**src/rtl/i4004_fetch.sv**
```systemverilog
`default_nettype none
// ============================================================================
// i4004_fetch : 4004-style phase sequencer, ROM fetch, PC and 3-level stack.
// Rev 1.0
// ============================================================================
module i4004_fetch (
  input  logic       clk,
  input  logic       rst,
  input  logic [3:0] dbus_in,
  output logic [3:0] dbus_out,
  output logic       dbus_oe,
  output logic       sync,
  output logic       cm_rom,
  output logic       cl_rom,
  output logic       instr_valid,
  output logic [3:0] instr_opr,
  output logic [3:0] instr_opa,
  output logic       instr_second,
  input  logic       br_take,
  input  logic [7:0] src_data
);

  typedef enum logic [2:0] {
    PH_A1 = 3'd0,
    PH_A2 = 3'd1,
    PH_A3 = 3'd2,
    PH_M1 = 3'd3,
    PH_M2 = 3'd4,
    PH_X1 = 3'd5,
    PH_X2 = 3'd6,
    PH_X3 = 3'd7
  } phase_t;

  phase_t      phase_q;
  logic [11:0] pc_q, pc_d, pc_inc;
  logic [3:0]  opr_q, opa_q, fopr_q, fopa_q;
  logic        second_q, second_d;
  logic [11:0] stk_q [0:2];
  logic [1:0]  sp_q, sp_inc, sp_dec;
  logic        push, pop;
  logic        cl_q;
  logic        valid_q, isec_q;
  logic [3:0]  iopr_q, iopa_q;
  logic        is_src, is_io, is_two;

  assign is_src = !second_q && (opr_q == 4'h2) && opa_q[0];
  assign is_io  = !second_q && (opr_q == 4'hE);
  assign is_two = !second_q && ((opr_q == 4'h1) || (opr_q == 4'h4) || (opr_q == 4'h5) ||
                                (opr_q == 4'h7) || ((opr_q == 4'h2) && !opa_q[0]));

  assign pc_inc = pc_q + 12'd1;
  assign sp_inc = (sp_q == 2'd2) ? 2'd0 : sp_q + 2'd1;
  assign sp_dec = (sp_q == 2'd0) ? 2'd2 : sp_q - 2'd1;

  // Next PC is resolved at X3 from the first word (saved in fopr/fopa) and the current word.
  always_comb begin
    pc_d     = pc_inc;
    push     = 1'b0;
    pop      = 1'b0;
    second_d = 1'b0;
    if (second_q) begin
      case (fopr_q)
        4'h4: pc_d = {fopa_q, opr_q, opa_q};
        4'h5: begin
          push = 1'b1;
          pc_d = {fopa_q, opr_q, opa_q};
        end
        4'h1, 4'h7: if (br_take) pc_d = {pc_q[11:8], opr_q, opa_q};
        default: ;
      endcase
    end else begin
      second_d = is_two;
      if (opr_q == 4'hC) begin
        pop  = 1'b1;
        pc_d = stk_q[sp_dec];
      end
    end
  end

  always_ff @(posedge clk) begin
    cl_q <= rst;
    if (rst) begin
      phase_q  <= PH_X3;
      pc_q     <= '0;
      opr_q    <= '0;
      opa_q    <= '0;
      fopr_q   <= '0;
      fopa_q   <= '0;
      second_q <= 1'b0;
      sp_q     <= '0;
      valid_q  <= 1'b0;
      isec_q   <= 1'b0;
      iopr_q   <= '0;
      iopa_q   <= '0;
      for (int i = 0; i < 3; i++) stk_q[i] <= '0;
    end else begin
      phase_q <= phase_t'(phase_q + 3'd1);
      valid_q <= 1'b0;
      case (phase_q)
        PH_M1: opr_q <= dbus_in;
        PH_M2: begin
          opa_q   <= dbus_in;
          valid_q <= 1'b1;
          iopr_q  <= opr_q;
          iopa_q  <= dbus_in;
          isec_q  <= second_q;
        end
        PH_X3: begin
          // cl_q marks the X3 straight out of reset: no word was fetched, so nothing executes.
          if (!cl_q) begin
            pc_q     <= pc_d;
            second_q <= second_d;
            if (!second_q) begin
              fopr_q <= opr_q;
              fopa_q <= opa_q;
            end
            if (push) begin
              stk_q[sp_q] <= pc_inc;
              sp_q        <= sp_inc;
            end
            if (pop) sp_q <= sp_dec;
          end
        end
        default: ;
      endcase
    end
  end

  always_comb begin
    dbus_out = 4'h0;
    dbus_oe  = 1'b0;
    if (!rst) begin
      case (phase_q)
        PH_A1: begin dbus_out = pc_q[3:0];  dbus_oe = 1'b1; end
        PH_A2: begin dbus_out = pc_q[7:4];  dbus_oe = 1'b1; end
        PH_A3: begin dbus_out = pc_q[11:8]; dbus_oe = 1'b1; end
        PH_X2: if (is_src) begin dbus_out = src_data[7:4]; dbus_oe = 1'b1; end
        PH_X3: if (is_src) begin dbus_out = src_data[3:0]; dbus_oe = 1'b1; end
        default: ;
      endcase
    end
  end

  assign sync   = (phase_q == PH_X3);
  assign cm_rom = (phase_q == PH_A3) || ((phase_q == PH_M2) && is_io) ||
                  ((phase_q == PH_X2) && is_src);
  assign cl_rom = cl_q;

  assign instr_valid  = valid_q;
  assign instr_opr    = iopr_q;
  assign instr_opa    = iopa_q;
  assign instr_second = isec_q;

endmodule
`default_nettype wire

```
**config.mk**
```make
export PLATFORM = sky130hd
export DESIGN_NAME = i4004_fetch
export DESIGN_NICKNAME = d
export VERILOG_FILES = /design/src/rtl/i4004_fetch.sv
export SDC_FILE = /design/constraint.sdc
export NUM_CORES = 1
export LEC_CHECK = 0
export ABC_AREA = 1
export ABC_CLOCK_PERIOD_IN_PS = 2200
export CORE_AREA = 2 2 80 158
export DETAILED_ROUTE_END_ITERATION = 6
export DIE_AREA = 0 0 82 160
export SYNTH_ARGS = -nofsm -noshare
export SYNTH_HDL_FRONTEND = slang
export SYNTH_SLANG_ARGS = --single-unit
```
**constraint.sdc**
```tcl
create_clock -name clk -period 2.2 [get_ports clk]
set_clock_uncertainty 0.2 [all_clocks]
set_input_delay 0.66 -clock clk [delete_from_list [all_inputs] [get_ports clk]]
set_output_delay 0.66 -clock clk [all_outputs]
set_load 0.02 [all_outputs]
```
==> After elaboration in Yosys (flattened, before gate mapping) <==
Memory sizes are Yosys's and may differ from the RTL's.
Cells that the tools add are included.
{ "word_totals": {"regBits": 41, "ram_bits": 36, "in_bits": 15, "out_inout_bits": 18, "n_memories": 1} }
{ "op_classes": {"addsub": 4, "n_eq_ne": 19, "muxes": 31, "bitwise": 2, "n_reduce_logical": 27} }
{ "mem_list": {"columns": ["name", "depth", "word_bits", "rd", "rd_ports_with_merged_regs", "write_ports", "line_no", "source"], "rows": [
  ["stk_q", 3, 12, 1, 0, 3, "38", "logic [11:0] stk_q [0:2];"]
]} }
{ "op_table": {"columns": ["operator", "n"], "rows": [
  ["2-to-1 mux 12 bit", 4],
  ["== test 4 x 3 -> 1 bit, second input constant", 6],
  ["one-hot mux 12 bit (2 select lines)", 1],
  ["one-hot mux 4 bit (5 select lines)", 1],
  ["2-to-1 mux 1 bit", 16],
  ["adder 12 x 1 -> 12 bit, second input constant", 1],
  ["2-to-1 mux 4 bit", 3],
  ["OR reduction 12 bit", 1],
  ["2-to-1 mux 2 bit", 5],
  ["== test 3 bit, second input constant", 3],
  ["AND reduction 3 bit", 3],
  ["== test 4 x 1 -> 1 bit, second input constant", 2],
  ["== test 4 bit, second input constant", 2],
  ["logical AND 1 bit", 7],
  ["== test 3 x 2 -> 1 bit, second input constant", 2],
  ["logical OR 1 bit", 6],
  ["OR reduction 2 bit", 3],
  ["== test 4 x 2 -> 1 bit, second input constant", 1],
  ["adder 3 x 1 -> 3 bit, second input constant", 1],
  ["== test 3 x 1 -> 1 bit, second input constant", 1],
  ["zero test 3 bit", 1],
  ["inequality test 3 bit, second input constant", 1],
  ["OR reduction 3 bit", 1],
  ["adder 2 x 1 -> 2 bit, second input constant", 1],
  ["other kinds (8)", 10]
]} }

==> Longest topological paths before layout <==
Gate-level depths: netlist (run 1).
{ "depth": {"ltp_word": 10, "depth_mapped": 11} }

==> Worst setup path before layout (run 1) <==
No wires, ideal clock.
{ "synth_timing": {"path_type": "register to register", "from": "register phase_q[0]", "to": "memory stk_q[2][0] (enable)", "setup_ps": 350, "t_arrival_ps": 1891, "required_time_ps": 1650, "path_slack_ps": -241, "stages_incl_launch_ff": 10, "synth_period_minus_slack_ps": 2441, "cell_sequence": "dfxtp_1 > ha_1 > ha_1 > inv_2 > nor2_4 > nand4_1 > inv_2 > nand2_2 > buf_2 > nand2_1"} }
{ "synth_lines": {"columns": ["element", "line_no", "source"], "rows": [
  ["start, declared", "34", "phase_t phase_q;"],
  ["start signal, assigned", "97", "phase_q <= phase_t'(phase_q + 3'd1);"],
  ["end, declared", "38", null]
]} }

==> Worst setup path in the final report (run 1) <==
{ "layout_timing": {"from": "register phase_q[1]", "to": "output dbus_oe"} }
{ "layout_between": {"elab_chain_len": 4} }
{ "layout_lines": {"columns": ["element", "line_no", "source"], "rows": [
  ["== test 3 x 2 -> 1 bit (tied with other cells)", "133", "case (phase_q)"],
  ["OR reduction 3 bit (no line) or OR reduction 2 bit (tied branches)", null, null],
  ["one-hot mux 1 bit (2 select lines) (*)", "133", null],
  ["2-to-1 mux 1 bit (*)", "132", "if (!rst) begin"],
  ["end, declared", "11", "output logic dbus_oe,"]
]} }
Mark *: on every way between the ends. The rest lies on a longest branch, timed or not.

==> summary.txt, run 1 <==
Run status
  – Status: finished with violations
  – Failing checks: setup timing

Synthesis
  – Largest cells by area after synthesis: edfxtp_1 (31%), dfxtp_1 (18%), nor2_1 (8.5%)
  – Post-synthesis sequential area ratio: 48.85%
  – Yosys top cell area share: 31.13%
  – Synth area leader: edfxtp_1
  – Syn Inst Count: 584
  – Synth warn: 0
  – Synth cell types: 31
  – Cell area after synthesis: 4631 um2
  – Yosys reg bits: 89
  – Synthesized Nets: 611
  – Syn_area_per_cell: 7.929 um2

Clock tree
  – CTS tree: built
  – Cts bufs inserted: 9
  – Clk sinks: 89
  – Clock slew at reported path FFs: 60 ps
  – Bufs on Longest Clock Path: 2
  – Clock root cell: clkbuf_16
  – Htree depth: 3
  – Hold Buf Count CTS: 0
  – Clk_lat worst skew: 340 ps

STA
  – Crit path time final: 2600 ps
  – Slew HR: 73.08%
  – Hold Vio Cnt, Final: 0
  – TNS Setup: -3693 ps
  – Unrepaired setup endpoints after global routing: true
  – Fin Hold WS: 312.6 ps
  – Fin crit share: 118.2%
  – Setup violators final: 51
  – Final WS setup: -399.9 ps
  – Slew @ Worst Pin: 402.8 ps
  – Fin. max-slew vios: 0
  – Fmax: 0.3846 GHz

Power
  – P_leak: 2.629 nW
  – Power density cells: 662.9 nW/um2
  – Maximum vdd ir drop: 0.6265 mV

Floorplanning
  – CORE AREA: 11980 um2
  – Die width: 82 um
  – Die area: 13120 um2
  – Die Ht: 160 um
  – IO Pins: 33
  – # rows: 57
  – Initial Util: 38.65%

Drt
  – Initial DRC count: 240
  – DR pass1 iterations: 7
  – Vias post-DR: 4220
  – # DRC: 0
  – Post-DRT Antenna Nets: 0
  – WL per Instance: 15.53 um
  – Routed vias/inst: 5.000
  – WL final: 13110 um

Place
  – Placed Area: 5595 um2
  – DP Cell Count: 810
  – DP Worst Slack: -698.1 ps
  – Buffers added on ports: 32
  – Gpl congestion: 0.8469
  – Final HPWL DP: 8886 um

Cells and area
  – Commonest non-fill, non-tap cells in the layout: nand2_1 (90), nor2_1 (90), buf_4 (63), o21ai_0 (59), inv_1 (52)
  – Layout cells sized above 1: 27.12%
  – Area delta synth->final: 38.50%
  – Fin area: 6414 um2
  – Finished Layout Cells: 844
  – Ant diodes: 0
  – Nets@finish: 719

Worst setup path
  – CP required: 1340 ps
  – Crit Path Class: reg -> out
  – Startpoint Class: register
  – Cell chain of the critical path: inv_4 > ha_4 > inv_2 > o211ai_1 > o21bai_4 > nand2_4 > nor2_1 > buf_4
  – CP max stage cell: dfxtp_4
  – CP Capture Type: output pin
  – Worst EP arrival: 1740 ps
  – Crit path largest cell delay: 370 ps
  – Max FO, Critical Path: 5

Global routing
  – Vias in the first global route: 3978
  – Initial antenna violation count: 0
  – Pin count of the biggest net entering global routing: 22
  – All-layer global routing usage: 20.19%
  – Total gr overflow: 0
  – First-pass GRT wire length: 19900 um

Hold path
  – Worst hold path type: reg -> reg

Flow run
  – Number of max-cap violations: 0
==> where the power goes <==
part           leakage [nW]  switching, mW  internal (mW)  total, mW
registers             0.818         0.0564           1.85       1.90
clock network         0.133          0.654          0.775       1.43
logic                  1.68          0.517          0.403      0.921
==> what timing repair did <==
| action | CTS | global route |
|---|---|---|
| cloned | 1 | 3 |
| setup endpoints to repair | 94 | 41 |
| resized for setup | 59 | 73 |
| pin swaps | 12 | 17 |
| setup buffers | 4 | 10 |
==> flip-flops by register name (all words and copies together), names as in the netlist <==
register / flops
pc_q: 12
phase_q: 3
cl_rom: 1
fopa_q: 4
second_q: 1
stk_q: 48
instr_second: 1
instr_opa: 4
fopr_q: 4
sp_q: 2
opr_q: 4
instr_valid: 1
instr_opr: 4
==> critical path: cells and delay by family, from the launching register on <==
kind | cells | cell delay, ps
AOI/OAI and AO/OA | 2 | 390
DFF | 1 | 370
buffers and inverters | 3 | 270
and+or+nand+nor | 2 | 240
adders and majority gates | 1 | 140
==> final timing paths <==
check | from | endpoint | slack [ps] | cells after the start
max | phase_q[1] | dbus_oe | -400 | 8
min reg2reg | fopa_q[3] | fopa_q[3] | 310 | 2
max reg2reg | phase_q[0] | stk_q[2][6] | -80 | 12
min | fopa_q[3] | fopa_q[3] | 310 | 2
==> final cells by class <==
class | count | area [um2]
Tap cell | 147 | 183.9
Fill cell | 1116 | 5568
Timing Repair Buffer | 117 | 1146
Clock buffer | 9 | 225.2
Clock inverter | 7 | 52.55
Sequential cell | 89 | 2272
Inverter | 69 | 270.3
Multi-Input combinational cell | 406 | 2263
==> Yosys cell counts <==
library cell  number
nor3_4             1
nand3_1           33
o22ai_1            2
clkinv_1           1
inv_1             58
o211a_1            1
nor2_1           105
o21bai_1           1
nand2_1           98
or2_2              1
buf_4              4
nor2_2             2
clkbuf_1           6
nor3_1             1
o21a_1             3
o21ai_0           61
o221ai_1           1
nand4_1            3
nand3_2            3
dfxtp_1           41
nand2_2           10
a21oi_1           50
ha_1              12
xor2_1             1
o21ai_1            6
nor2_4             6
o211ai_1           3
buf_2             10
xor2_2             2
edfxtp_1          48
inv_2             10
==> layer usage <==
layer	up-vias	track usage [%]	part of all wire, %
met1	1986	26.08	42
met3	18	3.446	4.1
met5	-	0	0
met4	0	5.985	1.9
li1	2135	-	-
met2	81	33.92	52
==> cells by family (layout without fill, tap and decap cells) <==
family          count (synthesis)  after routing  synth area share, %
buf+inv                        89            202                7.809
fa+ha+maj                      12             12                3.242
flops                          89             89                48.85
compound gates                128            128                14.46
simple gates                  263            263                24.75
xor+xnor                        3              3               0.8917
==> stage by stage <==
step | utilization (%) | total power, mW
2_1_floorplan | - | 2.341
3_3_place_gp | 46.70 | 2.693
3_5_place_dp | 46.70 | 2.704
4_1_cts | 49.98 | 4.177
5_1_grt | 53.53 | 4.441
6_report | 53.53 | 4.252
Power figures use the tool's default switching activity.
==> run 2: changes to the inputs <==
Settings changed: CORE_AREA 2 2 80 158 to 2 2 70 138, DIE_AREA 0 0 82 160 to 0 0 72 140, PLACE_DENSITY set to 0.71.
==> run 2 against run 1 <==
Compared with the run above:
- the run still ends with setup timing left
- total power grew 9.2%
- count of clock-buffer cells in the layout unchanged
- design area up 10%
- sequential power about the same
- via count up 15%
- global-route usage rose by 10 points
- largest cell class is now multi-input combinational cells
- critical endpoint unchanged
==> summary.txt, run 2 (synthesized netlist as in run 1, its figures left out) <==
Global routing
  – Initial antenna violation count: 0
  – All-layer global routing usage: 30.57%
  – Total gr overflow: 0
  – First-pass GRT wire length: 23170 um
  – Pin count of the biggest net entering global routing: 39
  – Vias in the first global route: 4546

Clock tree
  – Clock root cell: clkbuf_16
  – Hold Buf Count CTS: 0
  – Clock slew at reported path FFs: 60 ps
  – Cts bufs inserted: 9
  – Bufs on Longest Clock Path: 2
  – Clk_lat worst skew: 350 ps
  – CTS tree: built
  – Htree depth: 3
  – Clk sinks: 89

STA
  – Slew HR: 55.25%
  – Slew @ Worst Pin: 670.8 ps
  – Final WS setup: -460.8 ps
  – Fin crit share: 120.9%
  – Setup violators final: 114
  – Hold Vio Cnt, Final: 0
  – Unrepaired setup endpoints after global routing: true
  – Fmax: 0.3758 GHz
  – Fin. max-slew vios: 0
  – Crit path time final: 2661 ps

Place
  – Buffers added on ports: 32
  – Final HPWL DP: 9851 um
  – Gpl congestion: 0.9546
  – DP Cell Count: 761

Drt
  – WL final: 16740 um
  – Routed vias/inst: 5.954
  – Initial DRC count: 485
  – Vias post-DR: 4870
  – # DRC: 0
  – WL per Instance: 20.46 um
  – DR pass1 iterations: 5
  – Post-DRT Antenna Nets: 0

Floorplanning
  – Die area: 10080 um2
  – # rows: 49
  – Die Ht: 140 um
  – Initial Util: 51.38%
  – IO Pins: 33
  – CORE AREA: 9012 um2
  – Die width: 72 um

Cells and area
  – Finished Layout Cells: 818
  – Commonest non-fill, non-tap cell in the layout: nand2_1
  – Commonest non-fill, non-tap cells in the layout: nand2_1 (84), buf_4 (65), nor2_1 (59), inv_1 (53), edfxtp_1 (48)
  – Ant diodes: 0
  – Layout cells sized above 1: 37.01%
  – Top reg by flops: stk_q
  – Nets@finish: 738
  – Top flop regs: stk_q: 48 flops, pc_q: 12 flops
  – Area delta synth->final: 52.53%
  – Number of flip-flops under the largest register name: 48

Worst setup path
  – Max FO, Critical Path: 5
  – CP required: 1340 ps
  – CP Capture Type: output pin
  – R2r setup slk: -270 ps
  – Startpoint Class: register
  – Worst EP arrival: 1800 ps
  – Crit Path Class: reg -> out

Power
  – P_leak: 2.818 nW
  – Switching power share of the total: 30.45%
  – Internal power: 3.228 mW
  – Seq pwr share: 41.2%
  – Clock power share: 34.2%
  – Maximum vdd ir drop: 0.6190 mV
  – Power Total: 4.641 mW
  – Proportion of power drawn by combinational gates: 24.6%
  – Power density cells: 657.0 nW/um2
  – Switching power: 1.413 mW

Hold path
  – Worst hold path type: reg -> reg

Run status
  – Failing checks: setup timing
  – Status: finished with violations

Flow run
  – Number of max-cap violations: 0
run 2: power groups by stage:
stage	Combinational (mW)	Sequential [mW]	Clock (mW)
4_1_cts	0.889	1.90	1.57
3_5_place_dp	0.774	1.93	0
2_1_floorplan	0.384	1.96	0
6_report	1.14	1.91	1.59
3_3_place_gp	0.752	1.93	0
5_1_grt	1.20	1.92	1.64
run 2: per-stage QoR:
step	setup slack (ps)	area [um2]	hold WS, ps	TNS, ps	util, %
after floorplan	-65.46	4653	200.1	-313.4	-
after global placement	-655.3	5547	282.7	-18570	61.54
after detailed placement	-706.0	5547	287.8	-21270	61.54
after CTS	-452.2	6470	300.3	-16440	71.79
after global routing	-558.2	7063	349.6	-21690	78.37
final	-460.8	7063	313.8	-16940	78.37
run 2: routing by layer:
metal / vias up / global-route usage (%) / wire length, um
met3: 115 / 4.676 / 885
met5: - / 0 / 0
li1: 2185 / - / -
met1: 2305 / 29.59 / 5328
met2: 265 / 55.90 / 8935
met4: 0 / 22.54 / 1586
run 2: path summary, 6_finish.rpt:
| kind | from | endpoint | cells past startpoint |
|---|---|---|---|
| worst max register to register | phase_q[2] | second_q | 16 |
| worst min-delay path | sp_q[1] | sp_q[1] | 2 |
| worst min register to register | sp_q[1] | sp_q[1] | 2 |
| worst max-delay path | phase_q[0] | dbus_oe | 8 |
run 2: timing repair:
action                                 CTS  global route
setup endpoints to repair               96           115
gates resized for setup                134           145
setup buffers                           18            28
endpoints found under the hold margin    0             0
pin swaps                               14            39
cloned                                   6             2
run 2: layout make-up:
class,instances,area [um2]
fillers,530,1949
clock inverters,7,77.57
flip-flops and latches,89,2270
clock buffers,9,225.2
multi-input cells,406,2626
well taps,102,127.6
inverters,69,279.0
repair buffers,136,1458
run 2: worst max-delay path: stages (launching register included):
cell and delay [ps]:
dfxtp_2 330, inv_1 90, ha_1 200, inv_1 80, o211ai_1 220, o21bai_4 180, nand2_4 90, nor2_1 120
buf_4 160
==> run 3: changes to the inputs <==
Settings changed: CORE_AREA 2 2 70 138 to 2 2 80 120, DIE_AREA 0 0 72 140 to 0 0 82 122, SLEW_MARGIN set to 20.
==> run 3 against run 2 <==
Compared with the run above:
- setup slack worse by 23 ps
- non-clock buffer count is 29 lower
- combinational power is 22% lower
- total power is 6.8% lower
- critical endpoint unchanged
- highest routed layer unchanged
- global-route usage is 4.1 points lower
- largest cell class is now sequential cells
- sequential power hardly changed
- the flow still finishes with violations (setup timing)
==> summary.txt, run 3 (synthesized netlist as in run 1, its figures left out) <==
Run status
  – Status: finished with violations
  – Failing checks: setup timing

Global routing
  – All-layer global routing usage: 26.43%
  – Pin count of the biggest net entering global routing: 39
  – Total gr overflow: 0
  – Initial antenna violation count: 0
  – Vias in the first global route: 4269
  – First-pass GRT wire length: 19720 um

STA
  – Crit path time final: 2684 ps
  – Fin Hold WS: 293.2 ps
  – Unrepaired setup endpoints after global routing: true
  – Slew HR: 64.22%
  – Hold Vio Cnt, Final: 0
  – Fin. max-slew vios: 0
  – Setup violators final: 55
  – Slew @ Worst Pin: 535.0 ps
  – Final WS setup: -484.3 ps
  – TNS Setup: -7268 ps
  – Fmax: 0.3725 GHz
  – Fin crit share: 122.0%

Power
  – Maximum vdd ir drop: 0.5410 mV
  – Power density cells: 690.9 nW/um2
  – P_leak: 2.566 nW
  – Power Total: 4.327 mW

Cells and area
  – Area delta synth->final: 35.26%
  – Layout fillers: 685
  – Nets@finish: 709
  – Ant diodes: 0
  – Number of flip-flops under the largest register name: 48
  – Layout cells sized above 1: 25.76%
  – Top flop regs: stk_q: 48 flops, pc_q: 12 flops
  – Top reg by flops: stk_q
  – Finished Layout Cells: 799
  – Commonest non-fill, non-tap cells in the layout: nand2_1 (92), nor2_1 (87), buf_4 (60), o21ai_0 (56), inv_1 (55)
  – Commonest non-fill, non-tap cell in the layout: nand2_1

Clock tree
  – Clock root cell: clkbuf_16
  – CTS tree: built
  – Clk sinks: 89
  – Htree depth: 3
  – Clock slew at reported path FFs: 60 ps
  – Cts bufs inserted: 9
  – Clk_lat worst skew: 340 ps
  – Bufs on Longest Clock Path: 2

Drt
  – # DRC: 0
  – Post-DRT Antenna Nets: 0
  – Initial DRC count: 342
  – Vias post-DR: 4401
  – DR pass1 iterations: 6
  – Routed vias/inst: 5.508
  – WL per Instance: 16.64 um
  – WL final: 13290 um

Worst setup path
  – Crit Path Class: reg -> out
  – Worst path bufs/invs: 3
  – R2r setup slk: -150 ps
  – R2R Path End: stk_q[2][2]
  – Top delay family on crit path: compound AO/OA/AOI/OAI gates
  – CP required: 1340 ps
  – WP depth: 8
  – Max FO, Critical Path: 5
  – Crit path largest cell delay: 370 ps
  – CP Capture Type: output pin
  – Startpoint Class: register
  – CP max stage cell: dfxtp_4
  – Reg2reg start: phase_q[0]
  – Worst EP arrival: 1820 ps
  – Cell chain of the critical path: inv_4 > ha_4 > inv_1 > o211ai_1 > o21bai_4 > nand2_4 > nor2_2 > buf_6
  – Reg2reg path depth: 11

Hold path
  – Hold depth: 2
  – Sink of the worst hold path: instr_second
  – Hold path start: instr_second
  – Worst hold path type: reg -> reg

Flow run
  – Number of max-cap violations: 0

Floorplanning
  – Die width: 82 um
  – Initial Util: 51.23%
  – # rows: 43
  – Die Ht: 122 um
  – CORE AREA: 9039 um2
  – IO Pins: 33
  – Die area: 10000 um2

Place
  – DP Cell Count: 771
  – Gpl congestion: 0.9928
  – Buffers added on ports: 32
  – Final HPWL DP: 9014 um
[run 3: changes by cell type in the layout (fill, tap and decap cells not counted), moves of 8 or more]
cell,change
nand2_1,+8
nor2_4,-31
buf_6,-11
buf_12,-8
o21ai_0,+12
a21oi_1,+9
nor2_1,+28
a21oi_2,-9
o21ai_2,-10
[run 3: worst max-delay path by stage]
| stage | from | end | slack (ps) |
|---|---|---|---|
| global placement | rst | dbus_out[2] | -650 |
| CTS | opr_q[1] | dbus_out[1] | -370 |
| global route | phase_q[0] | dbus_oe | -550 |
| detailed placement | src_data[6] | dbus_out[2] | -710 |
| floorplan | rst | dbus_out[0] | -70 |
| finish | phase_q[0] | dbus_oe | -480 |
[run 3: worst min-delay path: cells and delay by family, from the launching register on]
kind             cells  cell delay, ps
and+or+nand+nor      2             140
DFF                  1             310
[run 3: power breakdown]
group          leakage [nW]  switching [mW]  internal (mW)  total, mW
sequential            0.818          0.0600           1.85       1.91
clock                 0.135           0.619          0.912       1.53
combinational          1.61           0.517          0.374      0.891
[run 3: repair_timing]
item | in CTS | in global routing
buffers inserted | 1 | 9
hold buffers | 0 | 0
setup endpoints to repair | 22 | 60
pin swaps | 10 | 14
resized for setup | 57 | 65
cloned | 0 | 2
[run 3: metal layers]
metal	up-vias	GRT usage [%]	wire length, um
li1	2114	-	-
met1	2073	27.37	4843
met2	175	47.87	7319
met3	39	4.222	547
met4	0	16.67	583
met5	-	0	0
[run 3: cell type report]
| type | count | area, um2 | share of cell area, % |
|---|---|---|---|
| tap | 112 | 140.1 | 2.237 |
| timing repair buffer | 107 | 1033 | 16.50 |
| inverter | 69 | 266.5 | 4.255 |
| clock inverter | 4 | 52.55 | 0.8390 |
| clock buffer | 12 | 246.5 | 3.935 |
| sequential | 89 | 2271 | 36.26 |
| multi-input combinational | 406 | 2253 | 35.98 |
[run 3: through the flow]
stage,worst slack [ps],cell area [um2],util [%]
floorplan,-65.46,4653,-
global placement,-646.8,5559,61.50
detailed placement,-707.5,5559,61.50
CTS,-371.2,5894,65.21
global route,-545.7,6264,69.30
finish,-484.3,6264,69.30
